$ cat src/rtl/seq_magnitude_comparator.sv
// Multi-cycle magnitude comparator: walks a and b DIGIT bits per cycle, MSB digit first, stopping at the first difference.
// Optional feature macro SIGNED_CMP_EN adds the signed_op port for two's-complement ordering.
module seq_magnitude_comparator #(
    parameter int WIDTH = 32,
    parameter int DIGIT = 2
) (
    input  logic                         clk,
    input  logic                         rst_n,
    input  logic                         in_valid,
    output logic                         in_ready,
    input  logic [WIDTH-1:0]             a,
    input  logic [WIDTH-1:0]             b,
`ifdef SIGNED_CMP_EN
    input  logic                         signed_op,
`endif
    output logic                         out_valid,
    input  logic                         out_ready,
    output logic                         gt,
    output logic                         lt,
    output logic                         eq,
    output logic [$clog2(WIDTH/DIGIT):0] digits
);

    localparam int N  = WIDTH / DIGIT;
    localparam int CW = $clog2(N) + 1;

    typedef enum logic [1:0] {IDLE, RUN, DONE} state_t;

    state_t           state, state_nx;
    logic [WIDTH-1:0] sa, sb;
    logic [WIDTH-1:0] load_a, load_b;
    logic [CW-1:0]    cnt;
    logic [DIGIT-1:0] da, db;
    logic [1:0]       ord;
    logic             last;
    logic             decide;
    logic             accept;

    // {greater, less} for one digit pair; both zero means equal
    function automatic logic [1:0] digit_cmp(input logic [DIGIT-1:0] x, input logic [DIGIT-1:0] y);
        return {x > y, x < y};
    endfunction

`ifdef SIGNED_CMP_EN
    localparam logic [WIDTH-1:0] MSB = WIDTH'(1) << (WIDTH - 1);
    // Flipping the sign bit maps two's-complement order onto unsigned order
    assign load_a = signed_op ? (a ^ MSB) : a;
    assign load_b = signed_op ? (b ^ MSB) : b;
`else
    assign load_a = a;
    assign load_b = b;
`endif

    assign in_ready  = (state == IDLE);
    assign out_valid = (state == DONE);
    assign accept    = in_valid && in_ready;
    assign da        = sa[WIDTH-1 -: DIGIT];
    assign db        = sb[WIDTH-1 -: DIGIT];
    assign ord       = digit_cmp(da, db);
    assign last      = (cnt == CW'(N - 1));
    assign decide    = (ord != 2'b00) || last;

    always_comb begin
        state_nx = state;
        case (state)
            IDLE:    if (accept)    state_nx = RUN;
            RUN:     if (decide)    state_nx = DONE;
            DONE:    if (out_ready) state_nx = IDLE;
            default:                state_nx = IDLE;
        endcase
    end

    always_ff @(posedge clk) begin
        if (!rst_n) begin
            state  <= IDLE;
            cnt    <= '0;
            gt     <= 1'b0;
            lt     <= 1'b0;
            eq     <= 1'b0;
            digits <= '0;
        end else begin
            state <= state_nx;
            if (accept) begin
                cnt <= '0;
            end else if (state == RUN) begin
                cnt <= cnt + CW'(1);
                if (decide) begin
                    gt     <= ord[1];
                    lt     <= ord[0];
                    eq     <= (ord == 2'b00);
                    digits <= cnt + CW'(1);
                end
            end
        end
    end

    // Operand shift registers carry no reset; they are only read in RUN
    always_ff @(posedge clk) begin
        if (accept) begin
            sa <= load_a;
            sb <= load_b;
        end else if (state == RUN) begin
            sa <= sa << DIGIT;
            sb <= sb << DIGIT;
        end
    end

endmodule

$ cat config.mk
export PLATFORM = sky130hd
export DESIGN_NAME = seq_magnitude_comparator
export DESIGN_NICKNAME = d
export VERILOG_FILES = /design/src/rtl/seq_magnitude_comparator.sv
export SDC_FILE = /design/constraint.sdc
export NUM_CORES = 1
export LEC_CHECK = 0
export CAP_MARGIN = 25
export CORE_ASPECT_RATIO = 0.8
export CORE_MARGIN = 4
export CORE_UTILIZATION = 45
export DETAILED_ROUTE_END_ITERATION = 8
export GPL_ROUTABILITY_DRIVEN = 1
export GPL_TIMING_DRIVEN = 0
export HOLD_SLACK_MARGIN = 0.08
export MAX_ROUTING_LAYER = met4
export PLACE_DENSITY_LB_ADDON = 0.3
export SLEW_MARGIN = 20
export SYNTH_ARGS = -nofsm -noshare
export SYNTH_HDL_FRONTEND = slang
export SYNTH_SLANG_ARGS = --single-unit
$ cat constraint.sdc
create_clock -name clk -period 8.8 [get_ports clk]
set_clock_uncertainty 0.15 [all_clocks]
set_input_delay 1.76 -clock clk [delete_from_list [all_inputs] [get_ports clk]]
set_output_delay 1.76 -clock clk [all_outputs]
set_load 0.1 [all_outputs]
==> metrics.md, run 1 <==
| Metric | Value |
|---|---|
| Crit Reg-Reg Startpoint | `state[0]` |
| Die H | `between 80 and 90 µm` |
| Crit Path Max Fanout | `6` |
| Worst-Margin Slew | `roughly 0.98 ns` |
| GRT met3 Usage | `5.49%` |
| First-pass GRT wire length | `approximately 9.7 mm` |
| Initial detailed-routing violation count | `55` |
| Net Sw Frac | `around a quarter` |
| GRT busiest layer | `met2` |
| Flop-to-flop setup slack | `roughly 6.5 ns` |
| Top Ports | `78` |
| Total core area | `between 7000 and 8000 µm²` |
| Hold Path Stages | `2` |
| Synth Register Bits | `approximately 80` |
| Leading area contributor after synthesis | `edfxtp_1` |
| Vias post-DR | `~2000` |
| Initial antenna violation count | `0` |
| Grt met1 use | `about 17%` |
| Mapped Cells | `214` |
| Antenna diodes | `0` |
| Slew margin rel. | `roughly 35%` |
| Clk root buf | `clkbuf_8` |
| Sequential fraction of the synthesis area | `~60%` |
| Ys Warns | `0` |
| Hold_sp | `digits[2]` |
| Crit path launch type | `register` |
| Mapped Nets | `around 290` |
| CTS tree | `yes` |
| Largest net degree at the start of global routing | `37` |
| DR pass1 iterations | `4` |
| Multi-input gate area | `between 1000 and 1500 µm²` |
| Clock share of power | `26.9%` |
| Share of cells above drive strength 1 | `between 30% and 40%` |
| Routed Antenna Nets | `0` |
| WHS Endpoint | `digits[2]` |
| Internal Power | `between 800 and 900 µW` |
| Total global routing track utilization | `a little over an eighth` |
| Commonest non-fill, non-tap cell in the layout | `clkdlybuf4s50_1` |
| GPL Wtd Cong | `0.801` |
| Fmax | `245 MHz` |
| Die footprint | `approximately 9700 µm²` |
| Die width | `approximately 110 µm` |
| Endpoint class of the critical path | `primary output` |
| Register share of total power | `47.9%` |
| Leak Pwr | `roughly 1.9 nW` |
| # H-tree levels | `3` |
| Drt total wl | `slightly above 6 mm` |
| Synth top area share | `~52%` |
| HPWL Detailed | `between 4 and 5 mm` |
| Crit share post-route | `46.4%` |
| HP Class | `reg -> reg` |
| Mean Syn Cell Area | `approximately 17 µm²` |
| Max Cap Viol | `0` |
| Vias per cell | `roughly 4.8` |
| Area Growth Syn to Fin | `30.8%` |
| Nets | `375` |
| Global route overflow | `0` |
| Peak supply drop | `0.106 mV` |
| Combinational power share | `between 20% and 30%` |
| Minimum clock period | `roughly 4 ns` |
| NetSw | `between 200 and 300 µW` |
| CTS Buffer Depth | `2` |
| Count of different cell masters after synthesis | `34` |
| Fillers | `634` |
| Critical Path RT | `~7 ns` |
| R2r endpoint | `sa[4]` |
| Number of global-route vias before repair | `slightly above 2000` |
| R2R depth | `6` |
| Worst-Skew Late Latency | `around 0.34 ns` |
| CTS Buf Count | `9` |
| Post-synthesis cell area | `3700 µm²` |
| Register Area | `roughly 2200 µm²` |
| Postcts setup bufs | `0` |
| Final Hold Viols | `0` |
| RSZ-0062 raised after global routing | `no` |
| Outcome | `finished, final reports clean` |
| Cts hold-fix bufs | `0` |
| Std cell rows | `29` |
| Slew Limit Fails | `0` |
| Highest-count cells in the layout ignoring fill and taps | `clkdlybuf4s50_1, edfxtp_1, mux2_4` |
| Routing usage on met2 | `between 20% and 30%` |
| Cts repair resizes | `0` |
| Worst Path Class, Setup | `reg -> out` |
| IO buf count | `77` |
| Clk sinks | `about 80` |
| Power after layout | `1.07 mW` |
| Power Dens Cells | `roughly 220 nW/µm²` |
| Initial Util | `roughly 46%` |
| Drt drc | `0` |
| Worst Path Arrival | `around 2.2 ns` |
| Clock-pin slew on the worst setup and hold paths | `0.08 ns` |
| WL/cell | `about 15 µm` |
| Synth top area cells | `edfxtp_1, mux2_4, dfxtp_1, buf_12, ha_1` |
| Setup TNS | `0 ns` |
| Final Setup Violations | `0` |
logic make-up (layout without fill, tap and decap cells):
family	count (synthesis)	after routing	share of synthesized area, %
AO/OA/AOI/OAI	16	16	3.01
XOR/XNOR	5	5	1.18
adder cells (fa/ha/maj)	4	4	1.35
buffers and inverters	14	108	4.57
flip-flops	79	79	60.1
multiplexers	61	61	24.4
AND/OR/NAND/NOR	35	35	5.41
synth_stat cells (all sizes together):
cell type	count
dfxtp	15
nand2b	1
xnor2	1
xor2	4
o21a	1
or2	1
a21oi	4
inv	4
buf	9
a211oi	1
ha	4
and2b	2
mux2i	1
clkbuf	1
o31a	1
edfxtp	64
o21ai	5
a31o	2
and3	5
nand2	8
o211a	2
mux2	60
and4b	1
nand3	3
nand4	1
and2	1
nor2	8
nor3	1
nor2b	3
metal layers:
| layer | wire length (µm) | share of wire (%) |
|---|---|---|
| met3 | 445 | 7.2 |
| met2 | 2850 | 46 |
| met5 | 0 | 0 |
| met4 | 53 | 0.86 |
| met1 | 2840 | 46 |
metrics by stage:
stage / setup slack [ns] / hold slack, ns / cell area (µm²) / utilization [%] / std cells
finish: 4.72 / 0.309 / 4840 / 60.6 / 416
global route: 4.64 / 0.347 / 4840 / 60.6 / 416
CTS: 4.69 / 0.314 / 4840 / 60.6 / 416
detailed placement: 4.83 / 0.302 / 4630 / 58.0 / 400
global placement: 3.35 / 0.294 / 4610 / 57.7 / 399
floorplan: 4.61 / 0.343 / 3700 / - / 214
registers in the layout, summed over array words and instances, names as in the netlist:
register / cells
eq: 1
cnt: 5
state: 2
sa: 32
digits: 5
sb: 32
lt: 1
gt: 1
critical path, cell delays in order, from the launching register on:
cell and delay (ns):
dfxtp_1 0.33, nor2_2 0.30, clkdlybuf4s50_1 1.20
final cells by class:
class                           instances  share of cell area [%]
Sequential cell                        79                    45.9
Buffer                                 10                    3.18
Multi-Input combinational cell        121                    27.1
Clock buffer                           10                    2.64
Clock inverter                          6                    1.76
Timing Repair Buffer                   78                    16.3
Inverter                                4                   0.310
Tap cell                              108                    2.79
worst max-delay path by stage:
stage	start	to	slack, ns
after detailed placement	in_valid	sa[15]	4.83
after global placement	in_valid	sa[15]	3.35
after CTS	state[0]	in_ready	4.69
after floorplan	in_valid	sa[0]	4.61
final	state[0]	in_ready	4.72
after global routing	state[0]	in_ready	4.64
power groups by stage:
| stage | combinational, mW | clock (mW) | sequential (mW) |
|---|---|---|---|
| floorplan | 0.176 | 0 | 0.540 |
| global placement | 0.261 | 0 | 0.522 |
| detailed placement | 0.271 | 0 | 0.520 |
| CTS | 0.272 | 0.297 | 0.513 |
| global route | 0.287 | 0.315 | 0.518 |
| finish | 0.269 | 0.287 | 0.512 |
Note: power is estimated with default switching activity, not from simulation.
==> run 2, diff against run 1 <==
Clock period 8.8 ns to 4.05 ns, I/O delays scaled along.
==> results of run 2 <==
Same layout as run 1 (identical final DEF). Status: finished, final reports clean.
Among the figures that moved: setup slack after placement 4.83 ns -> 1.03 ns; setup slack after layout 4.72 ns -> 0.917 ns; register-to-register setup slack 6.48 ns -> 1.73 ns; total power 1.07 mW -> 2.32 mW; worst IR drop on VDD 0.106 mV -> 0.229 mV
